### config.mk
export PLATFORM = sky130hd
export DESIGN_NAME = led_status_ctrl
export DESIGN_NICKNAME = d
export VERILOG_FILES = /design/src/rtl/led_status_ctrl.sv
export SDC_FILE = /design/constraint.sdc
export NUM_CORES = 1
export LEC_CHECK = 0
export BUFFER_PORTS_ARGS = -buffer_cell sky130_fd_sc_hd__buf_2
export CORE_AREA = 10 10 132 134
export DETAILED_ROUTE_END_ITERATION = 16
export DIE_AREA = 0 0 142 144
export GPL_TIMING_DRIVEN = 0
export SLEW_MARGIN = 20
export SYNTH_ARGS = -nofsm -noshare
export SYNTH_HDL_FRONTEND = slang
export SYNTH_SLANG_ARGS = --single-unit
### constraint.sdc
create_clock -name clk_50m -period 3.4 [get_ports clk_50m]
set_clock_uncertainty 0.2 [all_clocks]
set_input_delay 0.51 -clock clk_50m [delete_from_list [all_inputs] [get_ports clk_50m]]
set_output_delay 0.51 -clock clk_50m [all_outputs]
set_load 0.01 [all_outputs]
### src/rtl/led_status_ctrl.sv
// Per-channel status LED driver: OFF/ON/SLOW/FAST/CODE/EXT modes with run-time configuration.
// Optional mode 6 BREATHE (triangle-ramp PWM) is built only when LED_STATUS_BREATHE_EN is defined.
module led_status_ctrl #(
    parameter int LED_NUM   = 6,
    parameter int CLK_DIV   = 5_000_000,
    parameter int CODE_W    = 4,
    parameter int BURST_GAP = 4,
    localparam int CHAN_W   = (LED_NUM > 1) ? $clog2(LED_NUM) : 1
) (
    input  logic               clk_50m,
    input  logic               reset_n,
    input  logic               cfg_valid,
    output logic               cfg_ready,
    input  logic [CHAN_W-1:0]  cfg_chan,
    input  logic [2:0]         cfg_mode,
    input  logic [CODE_W-1:0]  cfg_code,
    output logic               cfg_err,
    input  logic [LED_NUM-1:0] led_ext,
    output logic               tick,
    output logic [LED_NUM-1:0] led
);

    localparam int CNT_W = $clog2(CLK_DIV);
    localparam int Q     = CLK_DIV / 4;
    localparam int GAP_W = (BURST_GAP > 1) ? $clog2(BURST_GAP) : 1;

    localparam logic [2:0] M_OFF     = 3'd0;
    localparam logic [2:0] M_ON      = 3'd1;
    localparam logic [2:0] M_SLOW    = 3'd2;
    localparam logic [2:0] M_FAST    = 3'd3;
    localparam logic [2:0] M_CODE    = 3'd4;
    localparam logic [2:0] M_EXT     = 3'd5;
    localparam logic [2:0] M_BREATHE = 3'd6;

    typedef enum logic [1:0] {IDLE, ON_PH, OFF_PH, GAP} code_state_t;

    logic [CNT_W-1:0] cnt;
    logic             slow_ph, fast_ph;
    logic             slow_nx, fast_nx, fast_strobe;

    logic accept, chan_ok, mode_ok, write_ok;

    logic [2:0]        mode     [LED_NUM];
    logic [2:0]        mode_nx  [LED_NUM];
    logic [CODE_W-1:0] code     [LED_NUM];
    logic [CODE_W-1:0] code_nx  [LED_NUM];
    logic [CODE_W-1:0] flash    [LED_NUM];
    logic [CODE_W-1:0] flash_nx [LED_NUM];
    logic [GAP_W-1:0]  gap      [LED_NUM];
    logic [GAP_W-1:0]  gap_nx   [LED_NUM];
    code_state_t       state    [LED_NUM];
    code_state_t       state_nx [LED_NUM];
    logic [LED_NUM-1:0] led_nx;

    always_comb begin
        tick        = (int'(cnt) == CLK_DIV - 1);
        fast_strobe = (int'(cnt) == Q - 1)     || (int'(cnt) == 2 * Q - 1) ||
                      (int'(cnt) == 3 * Q - 1) || (int'(cnt) == 4 * Q - 1);
        slow_nx     = slow_ph ^ tick;
        fast_nx     = fast_ph ^ fast_strobe;
    end

    // Prescaler and global phases are shared by every channel and never touched by writes
    always_ff @(posedge clk_50m or negedge reset_n) begin
        if (!reset_n) begin
            cnt     <= '0;
            slow_ph <= 1'b0;
            fast_ph <= 1'b0;
        end else begin
            cnt     <= tick ? '0 : cnt + CNT_W'(1);
            slow_ph <= slow_nx;
            fast_ph <= fast_nx;
        end
    end

    always_comb begin
        accept  = cfg_valid && cfg_ready;
        chan_ok = (int'(cfg_chan) < LED_NUM);
`ifdef LED_STATUS_BREATHE_EN
        mode_ok = (cfg_mode != 3'd7);
`else
        mode_ok = (cfg_mode < M_BREATHE);
`endif
        write_ok = accept && chan_ok && mode_ok;
    end

    always_ff @(posedge clk_50m or negedge reset_n) begin
        if (!reset_n) begin
            cfg_ready <= 1'b1;
            cfg_err   <= 1'b0;
        end else begin
            cfg_ready <= !accept;
            cfg_err   <= accept && !(chan_ok && mode_ok);
        end
    end

`ifdef LED_STATUS_BREATHE_EN
    localparam int STEP   = (CLK_DIV / 256 > 0) ? CLK_DIV / 256 : 1;
    localparam int STEP_W = (STEP > 1) ? $clog2(STEP) : 1;

    logic [7:0]        pwm, duty;
    logic              duty_up;
    logic [STEP_W-1:0] step_cnt;
    logic              breathe_led;

    assign breathe_led = (pwm < duty);

    always_ff @(posedge clk_50m or negedge reset_n) begin
        if (!reset_n) begin
            pwm      <= '0;
            duty     <= '0;
            duty_up  <= 1'b1;
            step_cnt <= '0;
        end else begin
            pwm <= pwm + 8'd1;
            if (int'(step_cnt) == STEP - 1) begin
                step_cnt <= '0;
                if (duty_up) begin
                    if (duty == 8'hFF) begin
                        duty_up <= 1'b0;
                        duty    <= 8'hFE;
                    end else begin
                        duty <= duty + 8'd1;
                    end
                end else begin
                    if (duty == 8'h00) begin
                        duty_up <= 1'b1;
                        duty    <= 8'h01;
                    end else begin
                        duty <= duty - 8'd1;
                    end
                end
            end else begin
                step_cnt <= step_cnt + STEP_W'(1);
            end
        end
    end
`endif

    // A write to a channel overrides a coincident tick for that channel only
    always_comb begin
        led_nx = '0;
        for (int i = 0; i < LED_NUM; i++) begin
            mode_nx[i]  = mode[i];
            code_nx[i]  = code[i];
            state_nx[i] = state[i];
            flash_nx[i] = flash[i];
            gap_nx[i]   = gap[i];
            if (write_ok && (int'(cfg_chan) == i)) begin
                mode_nx[i]  = cfg_mode;
                code_nx[i]  = cfg_code;
                state_nx[i] = IDLE;
                flash_nx[i] = '0;
                gap_nx[i]   = '0;
            end else if (tick && (mode[i] == M_CODE)) begin
                case (state[i])
                    IDLE: begin
                        if (code[i] != '0) state_nx[i] = ON_PH;
                    end
                    ON_PH: begin
                        state_nx[i] = OFF_PH;
                        flash_nx[i] = flash[i] + CODE_W'(1);
                    end
                    OFF_PH: begin
                        if (flash[i] < code[i]) begin
                            state_nx[i] = ON_PH;
                        end else begin
                            state_nx[i] = GAP;
                            gap_nx[i]   = '0;
                        end
                    end
                    default: begin
                        if (gap[i] == GAP_W'(BURST_GAP - 1)) begin
                            state_nx[i] = ON_PH;
                            flash_nx[i] = '0;
                            gap_nx[i]   = '0;
                        end else begin
                            gap_nx[i] = gap[i] + GAP_W'(1);
                        end
                    end
                endcase
            end

            // led is computed from next-state values so a write shows after one cycle
            case (mode_nx[i])
                M_OFF:   led_nx[i] = 1'b0;
                M_ON:    led_nx[i] = 1'b1;
                M_SLOW:  led_nx[i] = slow_nx;
                M_FAST:  led_nx[i] = fast_nx;
                M_CODE:  led_nx[i] = (state_nx[i] == ON_PH);
                M_EXT:   led_nx[i] = led_ext[i];
`ifdef LED_STATUS_BREATHE_EN
                M_BREATHE: led_nx[i] = breathe_led;
`endif
                default: led_nx[i] = 1'b0;
            endcase
        end
    end

    always_ff @(posedge clk_50m or negedge reset_n) begin
        if (!reset_n) begin
            for (int i = 0; i < LED_NUM; i++) begin
                mode[i]  <= M_OFF;
                code[i]  <= '0;
                state[i] <= IDLE;
                flash[i] <= '0;
                gap[i]   <= '0;
            end
            led <= '0;
        end else begin
            for (int i = 0; i < LED_NUM; i++) begin
                mode[i]  <= mode_nx[i];
                code[i]  <= code_nx[i];
                state[i] <= state_nx[i];
                flash[i] <= flash_nx[i];
                gap[i]   <= gap_nx[i];
            end
            led <= led_nx;
        end
    end

endmodule

==> metrics, run 1 <==
result of the run complete, no violations; R2R setup slack 310 ps; final standard cell area without fillers 0.00802 mm^2; number of port buffers 25; WHS Path Cells 3; share of synthesized area spent on multiplexers about 3.9%; power per cell area roughly 600 mW/mm^2; worst endpoint required time approximately 2700 ps; synthesis-stage register bit count 123; number of top-level pins 28; unrepaired setup endpoints after global routing no; count of routing violations after the opening detailed-route iteration 380; total count of hold-check failures in the final report 0; worst vdd ir roughly 380 uV; Clock Sink Count 123; worst-skew pair later-pin latency 420 ps; final-report max-slew violation count 0; Die Wd between 100 and 150 um; Vias per Instance just under 6; register area share after synthesis around 44%; synthesized-area fraction occupied by ao, oa, aoi and oai cells 13.4%; Syn. warnings 0; startpoint of the most critical register-to-register path cnt[0]; proportion of synthesized flip-flops having asynchronous set or reset 100%; Setup CP Type reg -> out; ranking of synthesized cells by area sky130_fd_sc_hd__dfrtp_1 44%, sky130_fd_sc_hd__ha_1 5.6%, sky130_fd_sc_hd__nand2_1 4.1%, sky130_fd_sc_hd__a21oi_1 4.0%, sky130_fd_sc_hd__nor2_1 3.1%; final worst setup slack around 190 ps; synthesized netlist net count just under 800; total power between 0.004 and 0.005 W; measured slew at the worst slew-check pin 982 ps; maximum number of buffers from clock root to sink 2; Die ar. ~0.02 mm^2; combinational family with the most area after synthesis simple AND/OR/NAND/NOR gates; number of antenna violations at the first check in global routing 1; final routed DRC violation total 0; share of layout cells above drive strength 1 between 10% and 20%; Mean Syn Cell Area between 9 and 10 um^2; cell type with the largest total area after synthesis sky130_fd_sc_hd__dfrtp_1; starting density of the core a little under half; CTS root buffer sky130_fd_sc_hd__clkbuf_16; Worst Reg2Reg Path Length in Cells 8; post-detailed-placement half-perimeter wirelength 12,300 um; worst relative slew slack around a third; clock buffers created by TritonCTS 17; via count around 5,800; remaining antenna violation count 0; total number of nets in the final design 840; Setup crit end kind output pin; TritonRoute pass-1 iters 5; Routed wire per std cell about 17 um; Min-Delay Path Class in -> reg; leakage roughly 3.5 nW; GRT Util Overall around 17%; # setup viols final 0; cell area reported after detailed placement 0.00733 mm^2; area share of fa/ha/maj cells after synthesis between 5 and 6%; area share of the largest cell type after synthesis approximately 44%; Synth top cells by count 122 x sky130_fd_sc_hd__dfrtp_1, 75 x sky130_fd_sc_hd__nand2_1, 58 x sky130_fd_sc_hd__nor2_1; count of cell types in the netlist 65; share of the synthesized netlist area taken by xor and xnor gates 2.90%; CTS tree built; die outline height 144 um; Worst Hold Endpoint code[16]; CTS clk-pin slew, worst paths 50 ps; worst slack after detailed placement 70.3 ps; Detailed Route WL approximately 17,000 um; cell area after synthesis about 0.0069 mm^2; count of flip-flops with a built-in enable after synthesis 0; remaining global-route overflow 0; routability cong. 0.870; Critical Path AT 2500 ps; Synth Flop Type sky130_fd_sc_hd__dfrtp_1; HP Start cfg_code[0]; top fanout value on the critical path 10; H-tree level count 4; core outline area 0.0149 mm^2; number of placement rows between 40 and 50; most repeated cell in the gate-level netlist after synthesis sky130_fd_sc_hd__dfrtp_1; diodes inserted 0; post-synthesis share of cell area spent on and, or, nand and nor gates between 20% and 30%; maximum number of pins on one net before global-route repair just under 70; crit path launch cnt[0]; via count of the first global-routing pass 5,624; critical path launch point type register; area growth from synthesis to final layout 15.5%; Setup Total Neg Slack 0 ps; Max Cap Violations 0; Hold WS roughly 210 ps; first-pass GRT wire length 28,900 um; instance count of the mapped netlist 741; time the final worst path needs with I/O delays and setup around 3200 ps; Period Utilization, post-route 94.4%; maximum clock frequency between 300 and 400 MHz; destination of the worst register-to-register timing path led[5]
kinds of logic (layout without fill, tap and decap cells):
family          after synthesis  after routing
xor+xnor                     23             23
buf+inv                      71            133
flops                       123            123
mux                          25             25
fa+ha+maj                    31             31
simple gates                315            315
compound gates              153            153
power breakdown:
part / switching [W] / internal (W) / total, W
registers: 0.000206 / 0.00172 / 0.00193
clock network: 0.000663 / 0.00126 / 0.00192
logic: 0.000545 / 0.000422 / 0.000967
total: 0.00142 / 0.00340 / 0.00482
per-stage QoR:
stage / cells / utilization [%]
final: 991 / 53.9
after global routing: 991 / 53.9
after CTS: 988 / 53.7
after detailed placement: 955 / 49.3
after global placement: 954 / 49.1
after floorplan: 741 / -
layout by cell type, fill, tap and decap left out, drive strengths merged, types with 9 or more instances in the layout:
| cell | netlist | final |
|---|---|---|
| nand2 | 75 | 75 |
| xor2 | 9 | 9 |
| nand3 | 31 | 31 |
| ha | 31 | 31 |
| nor3b | 13 | 13 |
| nor3 | 17 | 17 |
| inv | 35 | 35 |
| o21ai | 42 | 42 |
| nor4 | 15 | 15 |
| nor2 | 59 | 59 |
| nand4 | 27 | 27 |
| buf | 7 | 35 |
| nand2b | 15 | 15 |
| a21oi | 56 | 56 |
| xnor2 | 14 | 14 |
| clkbuf | 28 | 49 |
| mux2 | 17 | 17 |
| dfrtp | 122 | 122 |
| and3 | 9 | 9 |
| nor4b | 10 | 10 |
area by class of cell:
type / count / area, um^2
Fill cell: 1364 / 6850
Clock buffer: 20 / 457
Timing Repair Buffer: 30 / 191
Multi-Input combinational cell: 547 / 3590
Tap cell: 188 / 235
Clock inverter: 12 / 170
Inverter: 36 / 135
Buffer: 35 / 153
Sequential cell: 123 / 3080
layer usage:
metal	vias to the layer above	wire (um)	global-route usage, %
met4	2	323	6.24
met3	31	644	3.35
met1	2805	7810	21.8
met5	-	13	0
li1	2803	-	-
met2	111	8520	29.4
worst max-delay path by stage:
stage / to / slack [ps]
6_report: tick / 190
3_5_place_dp: led[1] / 70
5_1_grt: tick / 10
3_3_place_gp: cnt[13] / 40
4_1_cts: tick / 3
2_1_floorplan: led[3] / 750
sequential cells by signal, summed over array words and instances, names as in the netlist:
| signal | flops |
|---|---|
| cnt | 23 |
| flash | 24 |
| state | 12 |
| code | 24 |
| cfg_ready | 1 |
| gap | 12 |
| led | 6 |
| mode | 18 |
| slow_ph | 1 |
| cfg_err | 1 |
| fast_ph | 1 |
critical path, stage by stage (launching register included):
cell,delay (ps)
sky130_fd_sc_hd__dfrtp_1,380
sky130_fd_sc_hd__ha_1,230
sky130_fd_sc_hd__and4_1,190
sky130_fd_sc_hd__buf_2,170
sky130_fd_sc_hd__nand4_2,220
sky130_fd_sc_hd__buf_6,250
sky130_fd_sc_hd__nor2_4,220
sky130_fd_sc_hd__clkbuf_4,250
sky130_fd_sc_hd__buf_2,150
repair_timing:
item / in CTS / in global routing
resized for setup: 3 / 6
buffers inserted: 0 / 3
setup endpoints to repair: 1 / 7
pin swaps: 0 / 1
hold buffers: 1 / 0
hold endpoints to repair: 65 / 0
Power figures use the tool's default switching activity.
==> run 2: changes to the inputs <==
--- a/config.mk
+++ b/config.mk
@@ -7,6 +7,7 @@
 export LEC_CHECK = 0
 export BUFFER_PORTS_ARGS = -buffer_cell sky130_fd_sc_hd__buf_2
 export CORE_AREA = 10 10 132 134
+export CTS_BUF_LIST = sky130_fd_sc_hd__clkbuf_16
 export DETAILED_ROUTE_END_ITERATION = 16
 export DIE_AREA = 0 0 142 144
 export GPL_TIMING_DRIVEN = 0
==> metrics, run 2 (same netlist as run 1, synthesis figures left out) <==
result of the run complete, no violations; measured slew at the worst slew-check pin approximately 1000 ps; total number of nets in the final design 840; number of placement rows between 40 and 50; via count of the first global-routing pass approximately 5,600; largest registers in the final layout code: 24 flops, flash: 24 flops, cnt: 23 flops; final worst setup slack between 150 and 200 ps; leading cell types in the layout, fill and taps excluded 122 x sky130_fd_sc_hd__dfrtp_1, 75 x sky130_fd_sc_hd__nand2_1, 58 x sky130_fd_sc_hd__nor2_1; number of antenna violations at the first check in global routing 1; top fanout value on the critical path 10; starting density of the core 46.7%; leakage 3.45 nW; routability cong. between 0.8 and 0.9; worst-skew pair later-pin latency roughly 420 ps; Period Utilization, post-route approximately 95%; maximum number of buffers from clock root to sink 2; unrepaired setup endpoints after global routing no; sequential group share of total power between 40 and 50%; Setup crit end kind output pin; die outline height around 140 um; Setup CP Type reg -> out; worst slack after detailed placement roughly 70 ps; H-tree level count 4; number of top-level pins 28; number of port buffers 25; clock buffers created by TritonCTS 17; net switching power figure 0.00142 W; most frequent standard cell in the layout excluding fill and tap cells sky130_fd_sc_hd__dfrtp_1; worst vdd ir between 300 and 400 uV; CTS tree built; Min-Delay Path Class in -> reg; maximum number of pins on one net before global-route repair 68; post-detailed-placement half-perimeter wirelength 12,300 um; Die Wd about 140 um; remaining antenna violation count 0; CTS clk-pin slew, worst paths about 50 ps; count of routing violations after the opening detailed-route iteration 365; final routed DRC violation total 0; total count of hold-check failures in the final report 0; Critical Path AT ~2500 ps; core outline area around 0.015 mm^2; first-pass GRT wire length roughly 29,000 um; final-report max-slew violation count 0; Vias per Instance just under 6; Detailed Route WL roughly 17,000 um; cell-internal power 0.00335 W; worst relative slew slack about a third; Routed wire per std cell around 18 um; Setup Total Neg Slack 0 ps; Die ar. about 0.020 mm^2; worst endpoint required time ~2700 ps; Clock Sink Count around 120; area growth from synthesis to final layout 15.2%; # setup viols final 0; diodes inserted 0; time the final worst path needs with I/O delays and setup 3220 ps; maximum clock frequency 311 MHz; via count around 5,800; power share of the clock group 39.3%; power share of the combinational group between 20% and 30%; CTS root buffer sky130_fd_sc_hd__clkbuf_16; critical path launch point type register; GRT Util Overall between 15 and 20%; remaining global-route overflow 0; power per cell area about 600 mW/mm^2; TritonRoute pass-1 iters 4; Max Cap Violations 0; share of layout cells above drive strength 1 13.4%; fraction of power spent switching nets between 20% and 30%
-- run 2: final timing paths --
check	slack, ps	start	cells after the start	to
setup / recovery	180	cnt[0]	8	tick
hold reg to reg	270	cnt[0]	1	cnt[0]
setup reg to reg	330	cnt[0]	8	led[5]
max in group asynchronous	1820	reset_n	3	state[3]
hold / removal	210	cfg_code[0]	3	code[16]
min in group asynchronous	470	reset_n	2	flash[16]
-- run 2: worst max-delay path: stages (launching register included) --
cell	delay, ps
sky130_fd_sc_hd__dfrtp_1	380
sky130_fd_sc_hd__ha_1	230
sky130_fd_sc_hd__and4_1	190
sky130_fd_sc_hd__buf_2	170
sky130_fd_sc_hd__nand4_2	220
sky130_fd_sc_hd__buf_6	250
sky130_fd_sc_hd__nor2_4	220
sky130_fd_sc_hd__clkbuf_4	250
sky130_fd_sc_hd__buf_2	150
-- run 2: per-stage QoR --
stage	utilization [%]	power, W	instance area [um^2]	std cells	hold slack [ps]
after CTS	53.5	0.00479	7960	988	208
after floorplan	-	0.00261	6940	741	14.4
final	53.8	0.00477	8000	991	211
after global routing	53.8	0.00506	8000	991	212
after detailed placement	49.3	0.00291	7330	955	274
after global placement	49.1	0.00285	7300	954	265
-- run 2: area by class of cell --
type | instances | area (um^2)
Inverter | 36 | 135
Multi-Input combinational cell | 547 | 3590
Clock buffer | 17 | 425
Sequential cell | 123 | 3080
Buffer | 35 | 153
Fill cell | 1369 | 6870
Tap cell | 188 | 235
Clock inverter | 15 | 181
Timing Repair Buffer | 30 | 191
-- run 2: what timing repair did --
action,CTS,global route
pin swaps,0,1
hold buffers,1,0
hold endpoints to repair,65,0
endpoints found under the setup margin,1,7
buffers inserted,0,3
resized for setup,3,6
-- run 2: power by group through the flow --
stage	registers [W]	clock network, W	logic [W]
2_1_floorplan	0.00190	0	0.000712
3_3_place_gp	0.00193	0	0.000923
3_5_place_dp	0.00195	0	0.000967
4_1_cts	0.00193	0.00190	0.000971
5_1_grt	0.00197	0.00197	0.00112
6_report	0.00193	0.00188	0.000970
-- run 2: metal layers --
| layer | vias to the layer above | track usage (%) | share of wire, % |
|---|---|---|---|
| met2 | 99 | 29.4 | 49 |
| met3 | 29 | 3.35 | 3.5 |
| met4 | 2 | 6.24 | 1.8 |
| met1 | 2833 | 21.8 | 46 |
| li1 | 2797 | - | - |
| met5 | - | 0 | 0.075 |
==> run 3: changes to the inputs <==
--- a/config.mk
+++ b/config.mk
@@ -6,10 +6,10 @@
 export NUM_CORES = 1
 export LEC_CHECK = 0
 export BUFFER_PORTS_ARGS = -buffer_cell sky130_fd_sc_hd__buf_2
-export CORE_AREA = 10 10 132 134
+export CORE_AREA = 2 2 124 126
 export CTS_BUF_LIST = sky130_fd_sc_hd__clkbuf_16
 export DETAILED_ROUTE_END_ITERATION = 16
-export DIE_AREA = 0 0 142 144
+export DIE_AREA = 0 0 126 128
 export GPL_TIMING_DRIVEN = 0
 export SLEW_MARGIN = 20
 export SYNTH_ARGS = -nofsm -noshare
==> metrics, run 3 (same netlist as run 1, synthesis figures left out) <==
Die ar. 0.0161 mm^2; maximum number of buffers from clock root to sink 2; Routed wire per std cell 17.0 um; result of the run complete, no violations; share of layout cells above drive strength 1 between 10% and 20%; count of routing violations after the opening detailed-route iteration between 400 and 500; CTS clk-pin slew, worst paths 60 ps; Layout Utilization 53.5%; measured slew at the worst slew-check pin roughly 910 ps; Detailed Route WL between 15,000 and 20,000 um; maximum number of pins on one net before global-route repair 78; starting density of the core 46.7%; TritonRoute pass-1 iters 4; die outline height about 130 um; WHS Path Cells 3; post-detailed-placement half-perimeter wirelength about 12,000 um; most frequent standard cell in the layout excluding fill and tap cells sky130_fd_sc_hd__dfrtp_1; time the final worst path needs with I/O delays and setup about 3200 ps; filler-free cell count of the finished design approximately 990; total count of hold-check failures in the final report 0; final routed DRC violation total 0; top fanout value on the critical path 7; area taken by flip-flops and latches slightly above 0.003 mm^2; crit-path max cell delay approximately 690 ps; maximum clock frequency a little over 300 MHz; number of port buffers 25; largest registers in the final layout code: 24 flops, flash: 24 flops, cnt: 23 flops; diodes inserted 0; combined area of the multi-input logic cells ~0.0036 mm^2; routability cong. 0.851; Vias per Instance 5.74; Max Cap Violations 0; number of top-level pins 28; leading cell types in the layout, fill and taps excluded 122 x sky130_fd_sc_hd__dfrtp_1, 75 x sky130_fd_sc_hd__nand2_1, 58 x sky130_fd_sc_hd__nor2_1; series of cell instances along the critical path ha_1 > and4_1 > buf_2 > nand2_1 > nor3_1 > a211oi_1 > xor2_1 > o221ai_1; # setup viols final 0; worst relative slew slack 39.4%; total power between 0.004 and 0.005 W; number of placement rows 45; worst endpoint required time about 3400 ps; total number of nets in the final design 840; via count approximately 5,700; Setup Total Neg Slack 0 ps; CTS tree built; Critical Path AT around 3300 ps; R2R setup slack between 150 and 200 ps; first-pass GRT wire length between 20,000 and 30,000 um; power per cell area 585 mW/mm^2; unrepaired setup endpoints after global routing no; H-tree level count 4; GRT Util Overall 22.1%; leakage between 3 and 4 nW; Setup crit end kind register; area growth from synthesis to final layout 14.7%; slowest cell on the critical path sky130_fd_sc_hd__xor2_1; number of antenna violations at the first check in global routing 0; Period Utilization, post-route between 90% and 100%; remaining antenna violation count 0; cell area reported after detailed placement 0.00733 mm^2; Die Wd about 130 um; Worst Reg2Reg Path Length in Cells 8; Clock Sink Count between 100 and 150; Min-Delay Path Class in -> reg; Filler cells 1,370; worst-skew pair later-pin latency between 400 and 500 ps; critical path launch point type register; core outline area approximately 0.015 mm^2; worst vdd ir 379 uV; final-report max-slew violation count 0; remaining global-route overflow 0; Setup CP Type reg -> reg; instance count after placement with tap cells included 955; clock buffers created by TritonCTS 17; CTS root buffer sky130_fd_sc_hd__clkbuf_16; final standard cell area without fillers between 0.007 and 0.008 mm^2; via count of the first global-routing pass about 5,700
==> run 3: cell types whose count changed in the layout (fill, tap and decap cells not counted), sizes merged <==
| cell | before | now |
|---|---|---|
| bufinv | 4 | 2 |
| clkinv | 7 | 10 |
| clkinvlp | 4 | 3 |
==> run 3: routing by layer <==
metal / vias up / share of wire [%] / track usage (%)
met5: - / 0 / 0
met4: 0 / 1.9 / 7.82
met3: 24 / 3.0 / 4.42
met2: 75 / 49 / 37.6
met1: 2802 / 46 / 28.3
li1: 2791 / - / -
==> run 3: repair_timing <==
item	4_1_cts	5_1_grt
pin swaps	0	1
buffers inserted	0	3
hold endpoints to repair	45	0
gates resized for setup	3	5
gates cloned	0	0
hold buffers	1	0
setup endpoints to repair	1	1
==> run 3: area by class of cell <==
cell class | instances | share of cell area, %
well taps | 188 | 2.96
multi-input cells | 547 | 45.1
inverters | 36 | 1.70
clock buffers | 17 | 5.35
repair buffers | 30 | 2.41
clock inverters | 15 | 1.90
flip-flops and latches | 123 | 38.7
plain buffers | 35 | 1.92
==> run 3: worst max-delay path, delay by kind of cell (launching register included) <==
family	cells	cell delay, ps
xor+xnor	1	690
fa+ha+maj	1	240
buf+inv	1	170
flops	1	380
compound gates	2	410
simple gates	3	950
==> run 3: worst paths after layout <==
kind                                   to   startpoint
worst max-delay path               led[4]       cnt[0]
worst min-delay path             code[16]  cfg_code[0]
worst max register to register     led[4]       cnt[0]
worst min register to register     cnt[0]       cnt[0]
max in group asynchronous          gap[2]      reset_n
min in group asynchronous       flash[17]      reset_n
==> run 3: where the power goes <==
group	internal, W	switching [W]	leakage (nW)
clock	0.00107	0.000685	0.279
combinational	0.000421	0.000544	1.60
sequential	0.00172	0.000207	1.57
==> run 3: stage by stage <==
stage               setup WS, ps  hold WS [ps]
finish                       172           214
global placement            6.60           269
global route                4.94           222
floorplan                    751          14.4
detailed placement          63.5           280
CTS                         17.9           205
